`src/rtl/hl_reset_sequencer_if.sv`:
```
// Board-wrapper side bundle for hl_reset_sequencer: asynchronous status inputs plus the
// clock-select, staged resets and debug state it drives.
interface hl_reset_sequencer_if;
    logic       pll_locked;
    logic       exp_present;
    logic       clk_sel;
    logic       phy_rst_n;
    logic       ad9866_rst_n;
    logic       core_rst_n;
    logic       ready;
    logic [2:0] state;

    modport master (
        input  pll_locked,
        input  exp_present,
        output clk_sel,
        output phy_rst_n,
        output ad9866_rst_n,
        output core_rst_n,
        output ready,
        output state
    );

    modport slave (
        output pll_locked,
        output exp_present,
        input  clk_sel,
        input  phy_rst_n,
        input  ad9866_rst_n,
        input  core_rst_n,
        input  ready,
        input  state
    );
endinterface

```
`src/rtl/hl_reset_sequencer.sv`:
```
// Power-up / recovery sequencer: qualifies PLL lock and expansion-clock presence, picks the
// AD9866 clock mux input, then releases PHY, AD9866 and core resets in stages.
module hl_reset_sequencer #(
    parameter int unsigned LOCK_STABLE  = 1000,
    parameter int unsigned DEBOUNCE_CYC = 50000,
    parameter int unsigned CLKSW_CYC    = 64,
    parameter int unsigned PHY_RST_CYC  = 500000,
    parameter int unsigned PHY_WAIT_CYC = 250000,
    parameter int unsigned AD_RST_CYC   = 1000
) (
    input  logic                  clk50mhz,
    input  logic                  rst_n,
    hl_reset_sequencer_if.master  bus
);

    localparam int unsigned MAX_A   = (LOCK_STABLE  > DEBOUNCE_CYC) ? LOCK_STABLE  : DEBOUNCE_CYC;
    localparam int unsigned MAX_B   = (CLKSW_CYC    > PHY_RST_CYC)  ? CLKSW_CYC    : PHY_RST_CYC;
    localparam int unsigned MAX_C   = (PHY_WAIT_CYC > AD_RST_CYC)   ? PHY_WAIT_CYC : AD_RST_CYC;
    localparam int unsigned MAX_AB  = (MAX_A > MAX_B) ? MAX_A : MAX_B;
    localparam int unsigned MAX_ALL = (MAX_AB > MAX_C) ? MAX_AB : MAX_C;
    localparam int unsigned TMR_W   = (MAX_ALL > 1) ? $clog2(MAX_ALL) : 1;
    localparam int unsigned LOCK_W  = $clog2(LOCK_STABLE + 1);
    localparam int unsigned DB_W    = $clog2(DEBOUNCE_CYC + 1);

    localparam logic [LOCK_W-1:0] LOCK_MAX   = LOCK_W'(LOCK_STABLE);
    localparam logic [DB_W-1:0]   DB_MAX     = DB_W'(DEBOUNCE_CYC);
    localparam logic [TMR_W-1:0]  LD_CLKSW   = TMR_W'(CLKSW_CYC - 32'd1);
    localparam logic [TMR_W-1:0]  LD_PHY_RST = TMR_W'(PHY_RST_CYC - 32'd1);
    localparam logic [TMR_W-1:0]  LD_PHY_WT  = TMR_W'(PHY_WAIT_CYC - 32'd1);
    localparam logic [TMR_W-1:0]  LD_AD_RST  = TMR_W'(AD_RST_CYC - 32'd1);

    typedef enum logic [2:0] {
        WAIT_LOCK = 3'd0,
        SEL_CLK   = 3'd1,
        PHY_RST   = 3'd2,
        PHY_WAIT  = 3'd3,
        AD_RST    = 3'd4,
        RUN       = 3'd5
    } state_e;

    // 2-FF synchronisers
    logic lock_meta_q, lock_s_q;
    logic exp_meta_q,  exp_s_q;

    always_ff @(posedge clk50mhz or negedge rst_n) begin
        if (!rst_n) begin
            lock_meta_q <= 1'b0;
            lock_s_q    <= 1'b0;
            exp_meta_q  <= 1'b0;
            exp_s_q     <= 1'b0;
        end else begin
            lock_meta_q <= bus.pll_locked;
            lock_s_q    <= lock_meta_q;
            exp_meta_q  <= bus.exp_present;
            exp_s_q     <= exp_meta_q;
        end
    end

    // exp_present debounce: exp_cand tracks the last seen value, counter measures its stability
    logic            exp_cand_q, exp_cand_d;
    logic [DB_W-1:0] db_cnt_q,   db_cnt_d;
    logic            exp_db_q,   exp_db_d;
    logic            settled_q,  settled_d;

    always_comb begin
        exp_cand_d = exp_cand_q;
        db_cnt_d   = db_cnt_q;
        exp_db_d   = exp_db_q;
        settled_d  = settled_q;
        if (exp_s_q != exp_cand_q) begin
            exp_cand_d = exp_s_q;
            db_cnt_d   = '0;
            settled_d  = 1'b0;
        end else if (db_cnt_q != DB_MAX) begin
            db_cnt_d = db_cnt_q + DB_W'(1);
            if (db_cnt_d == DB_MAX) begin
                exp_db_d  = exp_cand_q;
                settled_d = 1'b1;
            end else begin
                settled_d = 1'b0;
            end
        end
    end

    always_ff @(posedge clk50mhz or negedge rst_n) begin
        if (!rst_n) begin
            exp_cand_q <= 1'b0;
            db_cnt_q   <= '0;
            exp_db_q   <= 1'b0;
            settled_q  <= 1'b0;
        end else begin
            exp_cand_q <= exp_cand_d;
            db_cnt_q   <= db_cnt_d;
            exp_db_q   <= exp_db_d;
            settled_q  <= settled_d;
        end
    end

    // Lock qualifier: consecutive locked cycles, saturating
    logic [LOCK_W-1:0] lock_cnt_q, lock_cnt_d;
    logic              lock_ok_c;

    always_comb begin
        lock_cnt_d = lock_cnt_q;
        if (!lock_s_q) begin
            lock_cnt_d = '0;
        end else if (lock_cnt_q != LOCK_MAX) begin
            lock_cnt_d = lock_cnt_q + LOCK_W'(1);
        end
    end

    assign lock_ok_c = (lock_cnt_q == LOCK_MAX);

    always_ff @(posedge clk50mhz or negedge rst_n) begin
        if (!rst_n) begin
            lock_cnt_q <= '0;
        end else begin
            lock_cnt_q <= lock_cnt_d;
        end
    end

    // Sequencer FSM with one shared down-counter for the timed states
    state_e             state_q,        state_d;
    logic [TMR_W-1:0]   tmr_q,          tmr_d;
    logic               clk_sel_q,      clk_sel_d;
    logic               phy_rst_n_q,    phy_rst_n_d;
    logic               ad9866_rst_n_q, ad9866_rst_n_d;
    logic               core_rst_n_q,   core_rst_n_d;
    logic               ready_q,        ready_d;
    logic               abort_c;
    logic               tmr_zero_c;

    // Abort when lock drops or the debounced clock presence disagrees with the selected mux input
    assign abort_c    = (state_q != WAIT_LOCK) &&
                        (!lock_s_q || (settled_q && (exp_db_q == clk_sel_q)));
    assign tmr_zero_c = (tmr_q == '0);

    always_comb begin
        state_d   = state_q;
        tmr_d     = tmr_q;
        clk_sel_d = clk_sel_q;

        unique case (state_q)
            WAIT_LOCK: begin
                if (lock_ok_c && settled_q) begin
                    state_d   = SEL_CLK;
                    tmr_d     = LD_CLKSW;
                    clk_sel_d = ~exp_db_q;
                end
            end
            SEL_CLK: begin
                if (tmr_zero_c) begin
                    state_d = PHY_RST;
                    tmr_d   = LD_PHY_RST;
                end else begin
                    tmr_d = tmr_q - TMR_W'(1);
                end
            end
            PHY_RST: begin
                if (tmr_zero_c) begin
                    state_d = PHY_WAIT;
                    tmr_d   = LD_PHY_WT;
                end else begin
                    tmr_d = tmr_q - TMR_W'(1);
                end
            end
            PHY_WAIT: begin
                if (tmr_zero_c) begin
                    state_d = AD_RST;
                    tmr_d   = LD_AD_RST;
                end else begin
                    tmr_d = tmr_q - TMR_W'(1);
                end
            end
            AD_RST: begin
                if (tmr_zero_c) begin
                    state_d = RUN;
                    tmr_d   = '0;
                end else begin
                    tmr_d = tmr_q - TMR_W'(1);
                end
            end
            RUN: begin
                state_d = RUN;
            end
            default: begin
                state_d = WAIT_LOCK;
                tmr_d   = '0;
            end
        endcase

        if (abort_c) begin
            state_d = WAIT_LOCK;
            tmr_d   = '0;
        end

        // Outputs decoded from the next state so they register in step with state_q
        phy_rst_n_d    = (state_d == PHY_WAIT) || (state_d == AD_RST) || (state_d == RUN);
        ad9866_rst_n_d = (state_d == RUN);
        core_rst_n_d   = (state_d == RUN);
        ready_d        = (state_d == RUN);
    end

    always_ff @(posedge clk50mhz or negedge rst_n) begin
        if (!rst_n) begin
            state_q        <= WAIT_LOCK;
            tmr_q          <= '0;
            clk_sel_q      <= 1'b1;
            phy_rst_n_q    <= 1'b0;
            ad9866_rst_n_q <= 1'b0;
            core_rst_n_q   <= 1'b0;
            ready_q        <= 1'b0;
        end else begin
            state_q        <= state_d;
            tmr_q          <= tmr_d;
            clk_sel_q      <= clk_sel_d;
            phy_rst_n_q    <= phy_rst_n_d;
            ad9866_rst_n_q <= ad9866_rst_n_d;
            core_rst_n_q   <= core_rst_n_d;
            ready_q        <= ready_d;
        end
    end

    assign bus.clk_sel      = clk_sel_q;
    assign bus.phy_rst_n    = phy_rst_n_q;
    assign bus.ad9866_rst_n = ad9866_rst_n_q;
    assign bus.core_rst_n   = core_rst_n_q;
    assign bus.ready        = ready_q;
    assign bus.state        = 3'(state_q);

endmodule

```
`src/flat_wrapper.sv`:
```
// flat-port wrapper written by rule: the top's interface ports become plain ports
module hl_reset_sequencer_flat 
#(
    parameter int unsigned LOCK_STABLE  = 1000,
    parameter int unsigned DEBOUNCE_CYC = 50000,
    parameter int unsigned CLKSW_CYC    = 64,
    parameter int unsigned PHY_RST_CYC  = 500000,
    parameter int unsigned PHY_WAIT_CYC = 250000,
    parameter int unsigned AD_RST_CYC   = 1000
)
  (clk50mhz, rst_n, bus_pll_locked, bus_exp_present, bus_clk_sel, bus_phy_rst_n, bus_ad9866_rst_n, bus_core_rst_n, bus_ready, bus_state);
  hl_reset_sequencer_if bus_i ();
  input  logic clk50mhz;
  input  logic rst_n;
  input wire logic [$bits(bus_i.pll_locked)-1:0] bus_pll_locked;
  input wire logic [$bits(bus_i.exp_present)-1:0] bus_exp_present;
  output wire logic [$bits(bus_i.clk_sel)-1:0] bus_clk_sel;
  output wire logic [$bits(bus_i.phy_rst_n)-1:0] bus_phy_rst_n;
  output wire logic [$bits(bus_i.ad9866_rst_n)-1:0] bus_ad9866_rst_n;
  output wire logic [$bits(bus_i.core_rst_n)-1:0] bus_core_rst_n;
  output wire logic [$bits(bus_i.ready)-1:0] bus_ready;
  output wire logic [$bits(bus_i.state)-1:0] bus_state;
  assign bus_i.pll_locked = bus_pll_locked;
  assign bus_i.exp_present = bus_exp_present;
  assign bus_clk_sel = bus_i.clk_sel;
  assign bus_phy_rst_n = bus_i.phy_rst_n;
  assign bus_ad9866_rst_n = bus_i.ad9866_rst_n;
  assign bus_core_rst_n = bus_i.core_rst_n;
  assign bus_ready = bus_i.ready;
  assign bus_state = bus_i.state;
  hl_reset_sequencer #(.LOCK_STABLE(LOCK_STABLE), .DEBOUNCE_CYC(DEBOUNCE_CYC), .CLKSW_CYC(CLKSW_CYC), .PHY_RST_CYC(PHY_RST_CYC), .PHY_WAIT_CYC(PHY_WAIT_CYC), .AD_RST_CYC(AD_RST_CYC)) u_core (.clk50mhz(clk50mhz), .rst_n(rst_n), .bus(bus_i));
endmodule
```
`config.mk`:
```
export PLATFORM = sky130hd
export DESIGN_NAME = hl_reset_sequencer_flat
export DESIGN_NICKNAME = d
export VERILOG_FILES = /design/src/rtl/hl_reset_sequencer_if.sv /design/src/rtl/hl_reset_sequencer.sv /design/src/flat_wrapper.sv
export SDC_FILE = /design/constraint.sdc
export NUM_CORES = 1
export LEC_CHECK = 0
export CELL_PAD_IN_SITES_DETAIL_PLACEMENT = 1
export CELL_PAD_IN_SITES_GLOBAL_PLACEMENT = 2
export CORE_UTILIZATION = 39
export DETAILED_ROUTE_END_ITERATION = 8
export PLACE_DENSITY = 0.83
export SLEW_MARGIN = 20
export SYNTH_ARGS = -nofsm -noshare
export SYNTH_HDL_FRONTEND = slang
export SYNTH_SLANG_ARGS = --single-unit
```
`constraint.sdc`:
```
create_clock -name clk50mhz -period 2.85 [get_ports clk50mhz]
set_input_delay 0.57 -clock clk50mhz [delete_from_list [all_inputs] [get_ports clk50mhz]]
set_output_delay 0.57 -clock clk50mhz [all_outputs]
set_load 0.005 [all_outputs]
```
==> impl_metrics.ini, run 1 <==
[worst_setup_path]
path_delay_family = simple AND/OR/NAND/NOR gates
r2r_cells = 6
r2r-start = u_core.tmr_q[6]
path_max_fanout = 7
cp.arrival_ns = 2.92
crit_slowest_cell = or4_4
rr_endpoint = u_core.tmr_q[18]
worstSetupStartpoint = u_core.tmr_q[6]
ff2ff_setup_slack_ns = 0.17
required_ns = 3.09
critPathMaxStageDelay_ns = 0.62
crit_type = reg -> reg
start_kind = flip-flop
worst-path-buf-inv = 0
cp_num_cells = 6
critical_path.cell_chain = or4_4 -> or4b_4 -> o21ai_4 -> o211ai_2 -> a31o_1 -> a32o_1
cp-end-kind = flip-flop

[finish]
final_util = 0.460
design_area_um2 = 4090
antenna_cells = 0
drive_gt1_frac = 0.131
nets = 425
syn2layout_area_growth_pct = 12.1

[sta]
fin_crit_sh = 0.941
final_max_slew_viol_count = 0
max_freq_mhz = 373
finalCriticalPeriod_ns = 2.68
hold_violations = 0
fin_ws_ns = 0.169
finalSetupViolations = 0
worst_clock_skew_ns = 0.0122
finalSetupTns_ns = 0
tightest_slew_ns = 0.775
slew_headroom = 0.479
rsz0062_at_grt = false

[global_route]
grt_pass1_wl_mm = 16.9
grt_pass1_vias = 3277
grt_usage = 0.222
grt_overflow = 0
grt_antenna_before_repair = 0
grt_start_max_net_pins = 29

[floorplan]
start_util = 0.411
fp.dieW_um = 98.8
die_area_um2 = 9760
num_rows = 34
core_area_um2 = 8890
top_level_ports = 12
die_y_um = 98.8

[routing]
vias = 3146
route.antenna.remaining_nets = 0
dr.pass1.iters = 5
routed_wl_mm = 9.86
drc = 0
vias_per_cell = 5.97
drt_iter0_drc = 184
wl_per_cell_um = 18.7

[synth]
syn-mean-instance-area_um2 = 9.04
syn_nets = 415
ys_seq_area_frac = 0.398
yosys_register_bits = 58
synth_area_leaders = dfrtp_1, nor2_1, xnor2_1
synth-edff-count = 0
synth_area_leader_cell = dfrtp_1
ys_types = 74
synthCells = 404
synth_most_common_cell = dfrtp_1
yosys_warnings = 0
synth_common_cells = dfrtp_1, nor2_1, nand2_1
synthDominantCellAreaShare = 0.391
synthFlopType = dfrtp_1
syn_area_um2 = 3650
synthArstFlopShare = 1.00

[placement]
portBuffers = 11
globalplace.congestion = 0.876
dpl_cell_area_um2 = 3890
dp_slack_ns = 0.157
hpwl_mm = 7.01

[outcome]
outcome = complete, no violations

[clock_network]
tritoncts = built
cts_buffers = 9
cts.sinks = 58
cts_max_path_buffers = 2
cts_hold_buf = 0
cts-root-buf = clkbuf_8
clock_latency_ns = 0.35
cts_max_level = 3
clkTransAtPathRegs_ns = 0.08

[worst_hold_path]
min_path_type = in -> async

[pwr]
leakage_nw = 1.85
power_density_nw_per_um2 = 430
ir_drop_mv = 0.241

[flow_run]
cap_violations = 0
worst register-to-register path: cells and delay by family (launching register included):
kind               cells  cell delay (ns)
AOI/OAI and AO/OA      4             0.89
and+or+nand+nor        2             1.24
DFF                    1             0.45
per-layer routing:
metal,GRT usage,part of all wire
met1,0.309,0.49
met2,0.351,0.46
met3,0.0355,0.026
met4,0.0792,0.018
met5,0,0
logic make-up after synthesis:
family	synth area share
compound gates	0.174
simple gates	0.282
flops	0.398
buf+inv	0.0415
mux	0.00582
xor+xnor	0.0719
fa+ha+maj	0.0267
timing repair:
action	in CTS	in global routing
endpoints found under the setup margin	0	1
gates resized for setup	0	1
setup buffers	0	0
cell type report:
type	count	area, um^2
clock buffers	9	124
well taps	108	135
inverters	8	30.0
repair buffers	25	223
multi-input cells	312	2050
flip-flops and latches	58	1450
clock inverters	7	78.8
fillers	1037	4800
state kept, by name, summed over array words and instances (netlist names):
signal,count
u_core.bus.phy_rst_n,1
u_core.bus.ad9866_rst_n,1
u_core.exp_meta_q,1
u_core.db_cnt_q,16
u_core.exp_cand_q,1
u_core.bus.clk_sel,1
u_core.bus.state,3
u_core.settled_q,1
u_core.lock_s_q,1
u_core.lock_cnt_q,10
u_core.exp_s_q,1
u_core.exp_db_q,1
u_core.lock_meta_q,1
u_core.tmr_q,19
worst max path at each step:
stage                                  end  slack [ns]
after global placement    u_core.tmr_q[18]        0.27
after global routing      u_core.tmr_q[18]        0.07
final                     u_core.tmr_q[18]        0.17
after floorplan           u_core.tmr_q[18]        0.34
after CTS                 u_core.tmr_q[18]         0.1
after detailed placement  u_core.tmr_q[18]        0.16
power by group:
part / total, mW / switching (mW) / internal, mW
Combinational: 0.0993 / 0.0619 / 0.0374
Sequential: 0.861 / 0.0255 / 0.836
Clock: 0.800 / 0.390 / 0.409
Total: 1.76 / 0.478 / 1.28
per-stage QoR:
stage / total power [mW] / hold WS [ns] / cells
final: 1.76 / 0.192 / 527
after global routing: 1.83 / 0.234 / 527
after CTS: 1.78 / 0.211 / 527
after detailed placement: 0.978 / 0.338 / 511
after floorplan: 0.925 / 0.274 / 404
after global placement: 0.973 / 0.343 / 511
cell usage in the layout, fill, tap and decap left out, types with 3 or more instances in the layout:
master and count:
dfrtp_1 57, nor2_1 44, nand2_1 33, nand3_1 17
a21oi_1 16, xnor2_1 15, xor2_1 15, nor3_1 14
o21ai_0 14, buf_4 13, and2_1 10, clkdlybuf4s50_1 10
and3_1 9, clkbuf_8 9, inv_1 8, nand4_1 8
ha_1 7, nor2b_1 6, nor4_1 6, nand2b_1 6
a211o_1 5, nor3b_1 5, a211oi_1 4, or3_1 4
o41ai_1 4, a21boi_0 3, or4_1 3, a31oi_1 3
o21ai_1 3, clkinvlp_4 3
Power figures use the tool's default switching activity.
==> run 2, diff against run 1 <==
--- a/config.mk
+++ b/config.mk
@@ -9,7 +9,7 @@
 export CELL_PAD_IN_SITES_GLOBAL_PLACEMENT = 2
 export CORE_UTILIZATION = 39
 export DETAILED_ROUTE_END_ITERATION = 8
-export PLACE_DENSITY = 0.83
+export PLACE_DENSITY_LB_ADDON = 0.1
 export SLEW_MARGIN = 20
 export SYNTH_ARGS = -nofsm -noshare
 export SYNTH_HDL_FRONTEND = slang
==> impl_metrics.ini, run 2 (same netlist as run 1, synthesis figures left out) <==
[sta]
fin_ws_ns = 0.225
tightest_slew_ns = 0.864
fin_crit_sh = 0.921
final_max_slew_viol_count = 0
worst_clock_skew_ns = 0.0117
finalSetupViolations = 0
finalCriticalPeriod_ns = 2.63
slew_headroom = 0.424
rsz0062_at_grt = false
finalSetupTns_ns = 0
max_freq_mhz = 381
hold_violations = 0

[global_route]
grt_overflow = 0
grt_antenna_before_repair = 0
grt_pass1_vias = 3320
grt_pass1_wl_mm = 17.3
grt_start_max_net_pins = 40
grt_usage = 0.227

[clock_network]
clkTransAtPathRegs_ns = 0.09
cts-root-buf = clkbuf_8
cts_hold_buf = 0
tritoncts = built
ctsResizeCount = 0
cts.sinks = 58
clock_latency_ns = 0.35
cts_max_path_buffers = 2
cts_max_level = 3
cts_buffers = 9
cts_setup_buffers = 0

[worst_setup_path]
start_kind = flip-flop
cp-end-kind = flip-flop
r2r_cells = 6
path_max_fanout = 14
cp.arrival_ns = 2.87
required_ns = 3.09
crit_type = reg -> reg
worstSetupStartpoint = u_core.tmr_q[15]
r2r-start = u_core.tmr_q[15]

[finish]
final_common_cell = dfrtp_1
largest_reg_flops = 19
largestRegisters = u_core.tmr_q x19, u_core.db_cnt_q x16, u_core.lock_cnt_q x10
syn2layout_area_growth_pct = 13.5
drive_gt1_frac = 0.143
top_register = u_core.tmr_q
layout_common_cells = dfrtp_1, nor2_1, nand2_1
antenna_cells = 0
nets = 432
finalNonFillerCells = 534

[routing]
routed_wl_mm = 10.1
drt_iter0_drc = 133
vias = 3141
wl_per_cell_um = 18.9
drc = 0
vias_per_cell = 5.88
route.antenna.remaining_nets = 0
dr.pass1.iters = 4

[floorplan]
die_y_um = 98.8
start_util = 0.411
num_rows = 34
core_area_um2 = 8890
die_area_um2 = 9760
top_level_ports = 12
fp.dieW_um = 98.8

[placement]
globalplace.congestion = 0.823
hpwl_mm = 7.27
portBuffers = 11
place_inst = 518
dp_slack_ns = 0.230

[worst_hold_path]
min_path_type = in -> async

[pwr]
ir_drop_mv = 0.302
power_density_nw_per_um2 = 431
leakage_nw = 1.88
finalPower_mw = 1.79

[outcome]
outcome = complete, no violations

[flow_run]
cap_violations = 0
-- run 2: cell types whose count changed in the layout (fill, tap and decap cells not counted), sizes merged --
cell / change
buf: +7
-- run 2: per-stage QoR --
stage | utilization | area (um^2) | hold slack (ns)
2_1_floorplan | - | 3650 | 0.274
3_3_place_gp | 0.443 | 3940 | 0.332
3_5_place_dp | 0.443 | 3940 | 0.336
4_1_cts | 0.466 | 4140 | 0.197
5_1_grt | 0.466 | 4140 | 0.220
6_report | 0.466 | 4140 | 0.184
-- run 2: path summary, 6_finish.rpt --
kind / to / slack [ns]
worst max register to register: u_core.tmr_q[2] / 0.22
worst min register to register: u_core.exp_s_q / 0.35
max in group asynchronous: u_core.bus.clk_sel / 2.03
worst max-delay path: u_core.tmr_q[2] / 0.22
min in group clk50mhz: u_core.exp_s_q / 0.35
worst min-delay path: u_core.tmr_q[13] / 0.18
-- run 2: cell type report --
cell class,instances,area (um^2)
sequential,58,1450
timing repair buffer,32,275
fill,1044,4750
multi-input combinational,312,2050
clock inverter,7,78.8
tap,108,135
inverter,8,30.0
clock buffer,9,124
-- run 2: worst max-delay path, cell delays in order, from the launching register on --
cell     delay (ns)
dfrtp_1        0.44
or4_4          0.58
or4b_4         0.64
nor2_8         0.25
o31a_2         0.22
o21ai_1        0.07
a211o_1        0.32
-- run 2: power by group --
group / switching [mW] / internal (mW) / total (mW) / leakage [nW]
logic: 0.0663 / 0.0404 / 0.107 / 0.994
registers: 0.0215 / 0.836 / 0.857 / 0.790
clock network: 0.413 / 0.410 / 0.823 / 0.0921
-- run 2: routing by layer --
layer / up-vias / global-route usage / wire length, um
met1: 1581 / 0.300 / 4740
met5: - / 0 / 0
met3: 20 / 0.0390 / 270
met4: 0 / 0.0769 / 206
li1: 1498 / - / -
met2: 42 / 0.378 / 4880
==> run 3, diff against run 2 <==
--- a/config.mk
+++ b/config.mk
@@ -7,7 +7,7 @@
 export LEC_CHECK = 0
 export CELL_PAD_IN_SITES_DETAIL_PLACEMENT = 1
 export CELL_PAD_IN_SITES_GLOBAL_PLACEMENT = 2
-export CORE_UTILIZATION = 39
+export CORE_UTILIZATION = 42
 export DETAILED_ROUTE_END_ITERATION = 8
 export PLACE_DENSITY_LB_ADDON = 0.1
 export SLEW_MARGIN = 20
==> constraint.sdc (replaced) <==
create_clock -name clk50mhz -period 3.4 [get_ports clk50mhz]
set_input_delay 0.68 -clock clk50mhz [delete_from_list [all_inputs] [get_ports clk50mhz]]
set_output_delay 0.68 -clock clk50mhz [all_outputs]
set_load 0.005 [all_outputs]
==> impl_metrics.ini, run 3 (same netlist as run 1, synthesis figures left out) <==
[outcome]
outcome = complete, no violations

[sta]
finalCriticalPeriod_ns = 2.75
final_max_slew_viol_count = 0
tightest_slew_ns = 0.769
fin_crit_sh = 0.809
max_freq_mhz = 364
worst_clock_skew_ns = 0.00760
finalSetupViolations = 0
rsz0062_at_grt = false
finalSetupTns_ns = 0
hold_violations = 0
slew_headroom = 0.484

[finish]
top_register = u_core.tmr_q
antenna_cells = 0
largestRegisters = u_core.tmr_q x19, u_core.db_cnt_q x16, u_core.lock_cnt_q x10
drive_gt1_frac = 0.112
layout_common_cells = dfrtp_1, nor2_1, nand2_1
syn2layout_area_growth_pct = 11.2
final_common_cell = dfrtp_1
nets = 417
largest_reg_flops = 19

[routing]
highest_layer = met4
dr_wl_met2_mm = 4.80
route.antenna.remaining_nets = 0
wl_per_cell_um = 18.9
met3_length_um = 246
vias = 3052
drt_iter0_drc = 127
drc = 0
vias_per_cell = 5.91
routed_wl_mm = 9.77
dr.pass1.iters = 4
wl_met1_mm = 4.55

[floorplan]
die_area_um2 = 9070
start_util = 0.440
die_y_um = 95.3
fp.dieW_um = 95.3
top_level_ports = 12
core_area_um2 = 8300
num_rows = 33

[worst_setup_path]
crit_type = reg -> reg
cp-end-kind = flip-flop
rr_endpoint = u_core.tmr_q[18]
worstSetupStartpoint = u_core.tmr_q[0]
start_kind = flip-flop
r2r-start = u_core.tmr_q[0]
cp.arrival_ns = 2.98
cp-endpoint = u_core.tmr_q[18]
ff2ff_setup_slack_ns = 0.65
path_max_fanout = 8
r2r_cells = 8
required_ns = 3.63

[global_route]
grt_antenna_before_repair = 0
grt_overflow = 0
grt_pass1_wl_mm = 16.2
grt_usage = 0.236
grt_start_max_net_pins = 59
grt_pass1_vias = 3158

[clock_network]
clock_latency_ns = 0.35
cts_max_path_buffers = 2
cts_buffers = 9
cts-root-buf = clkbuf_8
clkTransAtPathRegs_ns = 0.08
ctsResizeCount = 0
cts_max_level = 3
cts.sinks = 58
tritoncts = built
cts_hold_buf = 0
cts_setup_buffers = 0

[pwr]
ir_drop_mv = 0.328
power_density_nw_per_um2 = 399
finalPower_mw = 1.62
leakage_nw = 1.83

[worst_hold_path]
min_from = u_core.exp_meta_q
min_path_type = reg -> reg
hold_path_depth = 0

[placement]
hpwl_mm = 6.64
portBuffers = 11
globalplace.congestion = 0.784

[flow_run]
cap_violations = 0
[run 3: worst min path at each step]
stage	to
2_1_floorplan	u_core.exp_s_q
3_3_place_gp	u_core.lock_s_q
6_report	u_core.exp_s_q
3_5_place_dp	u_core.exp_s_q
5_1_grt	u_core.exp_s_q
4_1_cts	u_core.exp_s_q
[run 3: where the power goes]
| group | total, mW | internal (mW) | switching, mW |
|---|---|---|---|
| logic | 0.0778 | 0.0274 | 0.0504 |
| registers | 0.723 | 0.701 | 0.0224 |
| clock network | 0.820 | 0.495 | 0.325 |
[run 3: cell type report]
type	instances	area, um^2
Clock buffer	9	124
Multi-Input combinational cell	312	2050
Timing Repair Buffer	17	150
Clock inverter	7	125
Fill cell	951	4240
Tap cell	105	131
Inverter	8	30.0
Sequential cell	58	1450
[run 3: critical path, stage by stage (launching register included)]
cell     delay [ns]
dfrtp_1        0.41
inv_1          0.17
ha_1           0.22
or4b_1         0.49
or2_2          0.38
nor2_1         0.40
nand3_1        0.14
a31o_1         0.23
a32o_1         0.19
[run 3: metrics by stage]
step | cells | util | cell area (um^2) | hold WS [ns] | worst slack (ns)
4_1_cts | 516 | 0.489 | 4060 | 0.356 | 0.692
3_5_place_dp | 500 | 0.459 | 3810 | 0.339 | 0.720
5_1_grt | 516 | 0.489 | 4060 | 0.359 | 0.553
3_3_place_gp | 500 | 0.459 | 3810 | 0.333 | 0.767
6_report | 516 | 0.489 | 4060 | 0.354 | 0.650
2_1_floorplan | 404 | - | 3650 | 0.331 | 0.895
[run 3: routing by layer]
metal,track usage,vias to the layer above
met5,0,-
met3,0.0351,18
li1,-,1465
met1,0.305,1514
met2,0.395,55
met4,0.0947,0
